===== config.mk =====
export PLATFORM = sky130hd
export DESIGN_NAME = array_copy_engine
export DESIGN_NICKNAME = d
export VERILOG_FILES = /design/src/rtl/array_copy_engine.sv
export SDC_FILE = /design/constraint.sdc
export NUM_CORES = 1
export LEC_CHECK = 0
export CAP_MARGIN = 30
export CORE_MARGIN = 1
export CORE_UTILIZATION = 40
export CTS_CLUSTER_SIZE = 25
export DETAILED_ROUTE_END_ITERATION = 7
export HOLD_SLACK_MARGIN = 0.06
export PLACE_DENSITY = 0.71
export SLEW_MARGIN = 40
export SYNTH_ARGS = -nofsm -noshare
export SYNTH_HDL_FRONTEND = slang
export SYNTH_SLANG_ARGS = --single-unit
export TNS_END_PERCENT = 100

===== constraint.sdc =====
create_clock -name clk -period 6.1 [get_ports clk]
set_input_delay 1.83 -clock clk [delete_from_list [all_inputs] [get_ports clk]]
set_output_delay 1.83 -clock clk [all_outputs]
set_load 0.01 [all_outputs]

===== src/rtl/array_copy_engine.sv =====
// array_copy_engine: word-granular block move on the data-memory port.
// Each word takes one READ, one WAIT (capture read data) and one WRITE cycle.
// The optional macro ARRAY_COPY_MEMMOVE_EN adds descending copies for
// overlapping regions where the destination lies above the source.
// Without the macro the copy is always ascending, which gives memcpy semantics.
module array_copy_engine #(
    parameter int ADDR_W         = 32,
    parameter int DATA_W         = 32,
    parameter int LEN_W          = 16,
    parameter int BYTES_PER_WORD = 4
) (
    input  logic              clk,
    input  logic              rst,
    input  logic              start,
    input  logic [ADDR_W-1:0] src_addr,
    input  logic [ADDR_W-1:0] dst_addr,
    input  logic [LEN_W-1:0]  length,
    output logic              busy,
    output logic              done,
    output logic [LEN_W-1:0]  words_copied,
    output logic              mem_rd_en,
    output logic              mem_wr_en,
    output logic [ADDR_W-1:0] mem_addr,
    output logic [DATA_W-1:0] mem_wdata,
    input  logic [DATA_W-1:0] mem_rdata
);

    typedef enum logic [2:0] {
        S_IDLE,
        S_READ,
        S_WAIT,
        S_WRITE,
        S_DONE
    } state_e;

    localparam logic [ADDR_W-1:0] STEP = ADDR_W'(BYTES_PER_WORD);

    state_e            state_q, state_d;
    logic [ADDR_W-1:0] src_ptr_q, src_ptr_d;
    logic [ADDR_W-1:0] dst_ptr_q, dst_ptr_d;
    logic [LEN_W-1:0]  cnt_q, cnt_d;
    logic [LEN_W-1:0]  words_q, words_d;
    logic [DATA_W-1:0] data_q, data_d;

`ifdef ARRAY_COPY_MEMMOVE_EN
    // Wide enough that src + length*BYTES_PER_WORD never wraps in the overlap test.
    localparam int EXT_W = ADDR_W + LEN_W + 8;

    logic              desc_q, desc_d;
    logic              desc_start;
    logic [ADDR_W-1:0] last_off;
    logic [EXT_W-1:0]  src_end_ext;

    // Decide copy direction and the offset of the last word for an accepted start.
    always_comb begin
        src_end_ext = EXT_W'(src_addr) + EXT_W'(length) * EXT_W'(BYTES_PER_WORD);
        desc_start  = (length != '0) && (dst_addr > src_addr) &&
                      (EXT_W'(dst_addr) < src_end_ext);
        last_off    = ADDR_W'(length - LEN_W'(1)) * STEP;
    end
`endif

    // Next-state and datapath update for the copy sequencer.
    always_comb begin
        // NOTE: every variable gets a default first so no path leaves it unassigned (no latches).
        state_d   = state_q;
        src_ptr_d = src_ptr_q;
        dst_ptr_d = dst_ptr_q;
        cnt_d     = cnt_q;
        words_d   = words_q;
        data_d    = data_q;
`ifdef ARRAY_COPY_MEMMOVE_EN
        desc_d    = desc_q;
`endif
        case (state_q)
            S_IDLE: begin
                if (start) begin
                    src_ptr_d = src_addr;
                    dst_ptr_d = dst_addr;
                    cnt_d     = length;
                    words_d   = '0;
`ifdef ARRAY_COPY_MEMMOVE_EN
                    desc_d    = desc_start;
                    if (desc_start) begin
                        src_ptr_d = src_addr + last_off;
                        dst_ptr_d = dst_addr + last_off;
                    end
`endif
                    state_d   = (length == '0) ? S_DONE : S_READ;
                end
            end
            S_READ: begin
                state_d = S_WAIT;
            end
            S_WAIT: begin
                data_d  = mem_rdata;
                state_d = S_WRITE;
            end
            S_WRITE: begin
`ifdef ARRAY_COPY_MEMMOVE_EN
                if (desc_q) begin
                    src_ptr_d = src_ptr_q - STEP;
                    dst_ptr_d = dst_ptr_q - STEP;
                end else begin
                    src_ptr_d = src_ptr_q + STEP;
                    dst_ptr_d = dst_ptr_q + STEP;
                end
`else
                src_ptr_d = src_ptr_q + STEP;
                dst_ptr_d = dst_ptr_q + STEP;
`endif
                cnt_d   = cnt_q - LEN_W'(1);
                words_d = words_q + LEN_W'(1);
                state_d = (cnt_q == LEN_W'(1)) ? S_DONE : S_READ;
            end
            S_DONE: begin
                state_d = S_IDLE;
            end
            default: begin
                state_d = S_IDLE;
            end
        endcase
    end

    // State and datapath registers with synchronous active-high reset.
    always_ff @(posedge clk) begin
        // NOTE: non-blocking assignments so every register samples the pre-edge values.
        if (rst) begin
            state_q   <= S_IDLE;
            src_ptr_q <= '0;
            dst_ptr_q <= '0;
            cnt_q     <= '0;
            words_q   <= '0;
            data_q    <= '0;
`ifdef ARRAY_COPY_MEMMOVE_EN
            desc_q    <= 1'b0;
`endif
        end else begin
            state_q   <= state_d;
            src_ptr_q <= src_ptr_d;
            dst_ptr_q <= dst_ptr_d;
            cnt_q     <= cnt_d;
            words_q   <= words_d;
            data_q    <= data_d;
`ifdef ARRAY_COPY_MEMMOVE_EN
            desc_q    <= desc_d;
`endif
        end
    end

    // Moore outputs decoded from the current state; address and data are zero outside READ/WRITE.
    always_comb begin
        busy         = 1'b0;
        done         = 1'b0;
        mem_rd_en    = 1'b0;
        mem_wr_en    = 1'b0;
        mem_addr     = '0;
        mem_wdata    = '0;
        words_copied = words_q;
        case (state_q)
            S_READ: begin
                busy      = 1'b1;
                mem_rd_en = 1'b1;
                mem_addr  = src_ptr_q;
            end
            S_WAIT: begin
                busy = 1'b1;
            end
            S_WRITE: begin
                busy      = 1'b1;
                mem_wr_en = 1'b1;
                mem_addr  = dst_ptr_q;
                mem_wdata = data_q;
            end
            S_DONE: begin
                done = 1'b1;
            end
            default: begin
                busy = 1'b0;
            end
        endcase
    end

endmodule


Word level (Yosys, flattened, before mapping)
Cells that the tools add are included.
Storage, ports and cells
  register bits: 131
  bits of input ports: 115
  output and inout bits: 84
  logic and storage cells: 39
Cells by class
  $add $sub $neg: 4
  equality and inequality tests: 6
  muxes and demuxes: 18
  reductions and logical operators: 5
Operators by type and width (number)
  $pmux W32 S2: 3
  $mux W32: 3
  $add A32 B3 Y32 const B: 2
  $pmux W16 S2: 2
  $mux W16: 2
  $add A16 B1 Y16 const B: 1
  $eq A16 B1 Y1 const B: 1
  $logic_not A16 Y1: 1
  $sub A16 B1 Y16 const B: 1
  $pmux W3 S4: 1
  $mux W3: 3
  $eq A3 B2 Y1 const B: 2
  $mux W1: 4
  $eq A3 B1 Y1 const B: 1
  $eq A3 B3 Y1 const B: 1
  $logic_not A3 Y1: 1
  $reduce_or A3 Y1: 1
  $ne A2 B2 Y1 const B: 1
  $reduce_and A2 Y1: 1
  $reduce_bool A2 Y1: 1

Depth between registers and ports, before layout
Gate-level depths: netlist of the first run.
  depth in word-level cells: 4
  depth in mapped cells: 9
  mapped depth without buffers: 6

Worst setup path after synthesis of the first run
OpenSTA, ideal clock, no wires.
  path type: reg2out
  start: register state_q[0]
  end: output port mem_addr[13]
  arrival: 1.747 ns
  data required time: 4.270 ns
  path slack: 2.523 ns
  cell stages (with the launch flop): 6
  path buffers: 3
  cells stage by stage: dfxtp_1 > buf_2 > clkbuf_1 > nor3b_1 > clkbuf_1 > a22o_1
Between the ends
  cells in the longest elaborated chain, start to end: 2
  elaborated cells on any way between the ends: 3
  classes of those cells: eq/ne: 2; mux: 1
Ends and longest elaborated chain
  from (decl): RTL line 38  | state_e state_q, state_d;
  from (signal assigned): RTL line 139  | state_q <= state_d;
  $eq A3 B2 Y1 / $eq A3 B1 Y1 (equally long branches): RTL line 160  | case (state_q)
  $pmux W32 S2 (*): RTL line 160
  to (decl): RTL line 23  | output logic [ADDR_W-1:0] mem_addr,
Every way passes the cells marked *; elsewhere a longest branch is shown, timed or not.

Worst setup path after layout of the first run
  start: register state_q[0]
  end: output port mem_addr[26]
The elaborated chain is that of the path after synthesis.

==> results.txt, run 1 <==
----------------------------------------------------
[Synth]
  Gate Count Post-Synth ... ~950
  Most area-hungry cell type in the Yosys netlist ... sky130_fd_sc_hd__dfxtp_1
  Flip-flop and latch count after synthesis ... 131
  Most frequent cell after synthesis ... sky130_fd_sc_hd__nand2_1
  Async S/R FF share, synth ... 0
  Count of distinct cell types in the synthesized netlist ... 59
  Top FF cell, synth ... sky130_fd_sc_hd__dfxtp_1
  Largest cells by area after synthesis ... sky130_fd_sc_hd__dfxtp_1, sky130_fd_sc_hd__nand2_1, sky130_fd_sc_hd__a21oi_1, sky130_fd_sc_hd__a22o_1, sky130_fd_sc_hd__nor2_1
  Mean Syn Cell Area ... ~7.6 um^2
  Synthesized Nets ... between 1000 and 1500
  Sequential area share after synthesis ... 0.367
  Yosys warnings ... 0
  Netlist area before placement ... approximately 7200 um^2
  Most frequent cells after synthesis ... sky130_fd_sc_hd__nand2_1, sky130_fd_sc_hd__dfxtp_1, sky130_fd_sc_hd__a21oi_1, sky130_fd_sc_hd__nor2_1, sky130_fd_sc_hd__clkbuf_1
  Portion of synthesized cell area occupied by the leading cell type ... 0.367
  Post-synth EDFFs ... 0

[Routing]
  Overall routed net length ... 23200 um
  Routed len/inst ... 17.4 um
  Detailed-router iteration count before antenna repair ... 5
  Overall via count from detail_route ... 7837
  Count of routing violations after the opening detailed-route iteration ... about 770
  DRC ... 0
  Via density ... a little under 6
  ANT nets after route ... 0

[Timing]
  Summed negative setup slack over all endpoints ... 0 ps
  Number of hold-slack violations in the final timing report ... 0
  Slew of the pin with the lowest slew margin ... ~800 ps
  Relative max-transition margin ... 0.475
  Smallest setup slack after layout ... roughly 1300 ps
  Final period demand of the worst path ... 4750 ps
  Part of the cycle the worst path needs ... 0.779
  Slew Limit Fails ... 0
  Worst hold slack across all endpoints ... between 400 and 500 ps
  Worst clock skew ... roughly 6 ps
  Final number of setup-violating endpoints ... 0
  Unrepaired setup endpoints after global routing ... false
  Upper clock frequency limit ... about 210 MHz

[Min path]
  Worst hold-check path type ... flip-flop to flip-flop

[Global routing]
  Remaining global-route overflow ... 0
  Pin count of the biggest net entering global routing ... 102
  Antenna violations before repair ... 1
  Via count of the first global-routing pass ... around 7100
  Combined global-route utilization of all metal layers ... 0.253
  Global-route wire length before repair ... 36900 um

[Worst setup path]
  Top fanout value on the critical path ... 27
  Required time at the endpoint of the critical path ... around 4300 ps
  FF-to-FF End ... dst_ptr_q[28]
  Number of cells traversed by the worst register-to-register path ... 6
  CP startpoint ... state_q[0]
  CP endpoint kind ... output port
  Origin of the critical flop-to-flop path ... state_q[0]
  R2R setup slack ... 3390 ps
  Critical Path Start Type ... flip-flop
  Capture point of the worst path ... mem_addr[26]
  CP arrival ... 2920 ps
  Setup CP Type ... flip-flop to output port

[Cells and area]
  Fraction of final layout cells sized beyond drive strength 1 ... 0.0602
  Post-synthesis to final-layout area growth ... 37.9%
  Total area of multi-input combinational cells ... ~4200 um^2
  Final Net Count ... 1221
  Utilization after layout ... 0.568
  Storage element area ... 2620 um^2
  Count of filler cells inserted in the layout ... 1650

[Floorplan]
  Die Ht ... ~140 um
  Core region area ... ~17000 um^2
  Die Area ... approximately 18000 um^2
  Number of rows created at floorplan ... 48
  Starting Density ... 0.412
  Overall die width ... between 100 and 150 um
  Number of placed I/O pins ... 199

[Clock tree]
  Clock root buffer ... sky130_fd_sc_hd__clkbuf_16
  Number of hold buffers added after cts ... 0
  Clk Latency, worst-skew pair ... roughly 420 ps
  Clock sink count ... between 100 and 150
  Max H-tree Level ... 4
  Clk slew on worst S/H paths ... around 60 ps
  Clock tree from TritonCTS ... done
  Number of clock buffers inserted by TritonCTS ... 17
  CTS-repair resized insts ... 0
  CTS max path bufs ... 2
  Post-CTS setup buffer count ... 0

[Power and ir drop]
  Gate power share ... 0.207
  Switching power share of the total ... 0.298
  Net switching power figure ... around 810 uW
  Maximum vdd drop ... 204 uV
  Static leakage ... 3.27 nW
  Internal power ... about 1.9 mW
  Pwr dens ... between 200 and 300 nW/um^2
  Sequential share of power ... 0.391
  Clock power share ... 0.402

[Outcome]
  Status ... finished, final reports clean

[Place]
  Number of port buffers ... 198
  Post-detailed-placement half-perimeter wirelength ... around 16000 um
  Pre-CTS setup slack ... between 1500 and 2000 ps
  Final weighted congestion in routability-driven placement ... 0.883

[Job]
  Reported max-cap violation count ... 0

----------------------------------------------------
==> worst min path at each step <==
stage	startpoint	depth (start not counted)	slack, ps	to
2_1_floorplan	data_q[0]	2	430	data_q[0]
3_3_place_gp	data_q[23]	2	440	data_q[23]
3_5_place_dp	data_q[23]	2	440	data_q[23]
4_1_cts	data_q[23]	2	450	data_q[23]
5_1_grt	data_q[24]	2	460	data_q[24]
6_report	data_q[25]	2	450	data_q[25]
==> registers in the layout (all words and copies together) (netlist names) <==
register / flops
state_q: 3
data_q: 32
src_ptr_q: 32
dst_ptr_q: 32
words_copied: 16
cnt_q: 16
==> through the flow <==
step	instance area, um^2	power, mW	std cells
floorplan	7150	1.39	947
global placement	9220	1.62	1307
detailed placement	9230	1.63	1307
CTS	9860	2.72	1338
global route	9860	2.84	1338
finish	9860	2.71	1339
==> metal layers <==
layer  global-route usage  wire, um  vias to the layer above
li1                     -         -                     3810
met1                0.334     10100                     3705
met2                0.409     10800                      299
met3               0.0614      1960                       23
met4               0.0649       315                        0
met5                    0         0                        -
==> power groups by stage <==
stage / clock (mW) / sequential [mW] / combinational (mW)
4_1_cts: 1.11 / 1.06 / 0.562
5_1_grt: 1.15 / 1.07 / 0.621
3_5_place_dp: 0 / 1.07 / 0.558
2_1_floorplan: 0 / 1.03 / 0.366
3_3_place_gp: 0 / 1.07 / 0.550
6_report: 1.09 / 1.06 / 0.561
==> cell type report <==
cell class / count / share of cell area
clock buffer: 21 / 0.0477
inverter: 15 / 0.00622
sequential: 131 / 0.266
multi-input combinational: 728 / 0.427
clock inverter: 10 / 0.0157
tap: 225 / 0.0286
antenna: 1 / 0.000254
timing repair buffer: 208 / 0.209
==> layout by cell type (no fill, tap or decap), types with 14 or more instances in the layout <==
cell                              count
sky130_fd_sc_hd__nand4_1             30
sky130_fd_sc_hd__dfxtp_1            131
sky130_fd_sc_hd__a21oi_1            102
sky130_fd_sc_hd__a22oi_1             16
sky130_fd_sc_hd__a22o_1              29
sky130_fd_sc_hd__o211ai_1            20
sky130_fd_sc_hd__nand2_1            153
sky130_fd_sc_hd__inv_1               14
sky130_fd_sc_hd__nor3_1              32
sky130_fd_sc_hd__and2_1              36
sky130_fd_sc_hd__nor2_1              63
sky130_fd_sc_hd__or3_1               14
sky130_fd_sc_hd__nand3_1             34
sky130_fd_sc_hd__clkdlybuf4s50_1    197
sky130_fd_sc_hd__nor4_1              19
sky130_fd_sc_hd__clkbuf_16           17
sky130_fd_sc_hd__a31oi_1             22
sky130_fd_sc_hd__o21ai_0             26
==> critical path, cell delays in order (launching register included) <==
cell                              delay [ps]
sky130_fd_sc_hd__dfxtp_1                 640
sky130_fd_sc_hd__nor3b_2                 650
sky130_fd_sc_hd__buf_4                   440
sky130_fd_sc_hd__nand2_1                  90
sky130_fd_sc_hd__o21ai_0                  80
sky130_fd_sc_hd__clkdlybuf4s50_1         590
==> kinds of logic after synthesis <==
| kind of cell | synth area share |
|---|---|
| flip-flops | 0.367 |
| multiplexers | 0.0215 |
| AO/OA/AOI/OAI | 0.239 |
| adder cells (fa/ha/maj) | 0.00875 |
| AND/OR/NAND/NOR | 0.306 |
| buffers and inverters | 0.0478 |
| XOR/XNOR | 0.00980 |
No activity file was read; power rests on OpenSTA's default activity.
==> run 2: changes to the inputs <==
PLACE_DENSITY = 0.73   (was 0.71)
clock period = 4 ns   (was 6.1 ns; I/O delays follow)
==> run 2 against run 1 <==
Setup slack lost 930 ps. Cell area shrank 0.14%. Hold slack gained 0.52 ps. Register-to-register slack lost 2100 ps. Global-route usage shrank 0.56 points. Wire length shrank 1.8%. Clock power grew 35%. Cell count grew 0.30%. Sequential power grew 51%. Count of clock-buffer cells in the layout shrank 3. Critical path depth is the same. Critical endpoint is now mem_addr[1].
==> results.txt, run 2 (synthesis results as in run 1) <==
----------------------------------------------------
[Routing]
  Met3 layer wire length in the routed design ... 1770 um
  M1 WL ... 10200 um
  Routed len/inst ... 17.0 um
  Uppermost signal routing layer after detailed routing ... met4
  Overall routed net length ... approximately 23000 um
  DRC ... 0
  Via density ... between 5 and 6
  Sum of met2 wire segment lengths after detailed routing ... 10400 um
  Detailed-router iteration count before antenna repair ... 5
  Overall via count from detail_route ... between 7000 and 8000
  Count of routing violations after the opening detailed-route iteration ... a little over 600
  ANT nets after route ... 0

[Timing]
  Upper clock frequency limit ... roughly 280 MHz
  Summed negative setup slack over all endpoints ... 0 ps
  Final period demand of the worst path ... 3590 ps
  Relative max-transition margin ... 0.486
  Worst hold slack across all endpoints ... around 450 ps
  Number of hold-slack violations in the final timing report ... 0
  Part of the cycle the worst path needs ... 0.896
  Unrepaired setup endpoints after global routing ... false
  Slew Limit Fails ... 0
  Worst clock skew ... 9.02 ps
  Slew of the pin with the lowest slew margin ... 766 ps
  Final number of setup-violating endpoints ... 0

[Place]
  Number of port buffers ... a little under 200
  Total placed instance area ... 9290 um^2
  Final weighted congestion in routability-driven placement ... 0.901
  Post-detailed-placement half-perimeter wirelength ... around 15000 um

[Worst setup path]
  CP arrival ... between 2000 and 2500 ps
  Number of cells traversed by the worst register-to-register path ... 7
  Setup CP Type ... flip-flop to output port
  Critical Path Start Type ... flip-flop
  Required time at the endpoint of the critical path ... 2800 ps
  Top fanout value on the critical path ... 35
  CP endpoint kind ... output port

[Min path]
  Hold path depth ... 2
  Worst hold-check path type ... flip-flop to flip-flop

[Floorplan]
  Starting Density ... 0.412
  Die Area ... roughly 18000 um^2
  Number of placed I/O pins ... just under 200
  Overall die width ... roughly 140 um
  Die Ht ... approximately 140 um
  Number of rows created at floorplan ... 48
  Core region area ... about 17000 um^2

[Clock tree]
  CTS max path bufs ... 2
  Clock root buffer ... sky130_fd_sc_hd__clkbuf_16
  Clock sink count ... 131
  Number of clock buffers inserted by TritonCTS ... 17
  Number of hold buffers added after cts ... 0
  Post-CTS setup buffer count ... 0
  CTS-repair resized insts ... 0
  Clk Latency, worst-skew pair ... about 420 ps
  Max H-tree Level ... 4
  Clock tree from TritonCTS ... done
  Clk slew on worst S/H paths ... ~60 ps

[Global routing]
  Via count of the first global-routing pass ... 7074
  Combined global-route utilization of all metal layers ... 0.247
  Global-route wire length before repair ... around 36000 um
  Remaining global-route overflow ... 0
  Antenna violations before repair ... 0
  Pin count of the biggest net entering global routing ... 74

[Power and ir drop]
  Total power after layout ... roughly 4.0 mW
  Pwr dens ... 401 nW/um^2
  Maximum vdd drop ... roughly 300 uV
  Static leakage ... 3.26 nW

[Job]
  Reported max-cap violation count ... 0

[Cells and area]
  Antenna fix cells ... 0
  Utilization after layout ... 0.567
  Largest registers ... data_q x32, dst_ptr_q x32, src_ptr_q x32
  Highest-count cells in the layout ignoring fill and taps ... sky130_fd_sc_hd__clkdlybuf4s50_1, sky130_fd_sc_hd__nand2_1, sky130_fd_sc_hd__dfxtp_1
  Leading cell type in the layout, fill and taps excluded ... sky130_fd_sc_hd__clkdlybuf4s50_1
  Final Net Count ... around 1200
  Post-synthesis to final-layout area growth ... 37.7%
  Design Area, Final ... 9840 um^2
  Fraction of final layout cells sized beyond drive strength 1 ... 0.0653

[Outcome]
  Status ... finished, final reports clean

----------------------------------------------------
[run 2: worst max-delay path, stage by stage (launching register included)]
cell and delay [ps]:
sky130_fd_sc_hd__dfxtp_1 580, sky130_fd_sc_hd__nand3b_1 200, sky130_fd_sc_hd__clkinv_2 110, sky130_fd_sc_hd__buf_4 330, sky130_fd_sc_hd__a22o_1 200, sky130_fd_sc_hd__clkdlybuf4s50_1 550
[run 2: final cells by class]
type	instances	area [um^2]
repair buffers	212	2120
flip-flops and latches	131	2620
fillers	1613	7510
well taps	225	282
clock buffers	18	439
clock inverters	14	115
multi-input cells	728	4210
inverters	15	57.6
[run 2: power by group]
part / switching, mW / leakage (nW) / internal (mW)
clock: 0.608 / 0.263 / 0.864
sequential: 0.161 / 1.07 / 1.44
combinational: 0.485 / 1.92 / 0.393
[run 2: worst paths after layout]
check	from	to	slack [ps]
worst max register to register	state_q[1]	dst_ptr_q[18]	1260
worst max-delay path	state_q[1]	mem_addr[1]	410
worst min-delay path	data_q[6]	data_q[6]	450
worst min register to register	data_q[6]	data_q[6]	450
[run 2: per-stage QoR]
| stage | instances | setup WS [ps] |
|---|---|---|
| after floorplan | 947 | 1050 |
| after global placement | 1311 | 665 |
| after detailed placement | 1311 | 589 |
| after CTS | 1343 | 354 |
| after global routing | 1343 | 238 |
| final | 1343 | 415 |
[run 2: metal layers]
| metal | vias to the layer above | track usage |
|---|---|---|
| met5 | - | 0 |
| met2 | 329 | 0.394 |
| met4 | 0 | 0.0811 |
| met1 | 3643 | 0.327 |
| li1 | 3815 | - |
| met3 | 36 | 0.0557 |
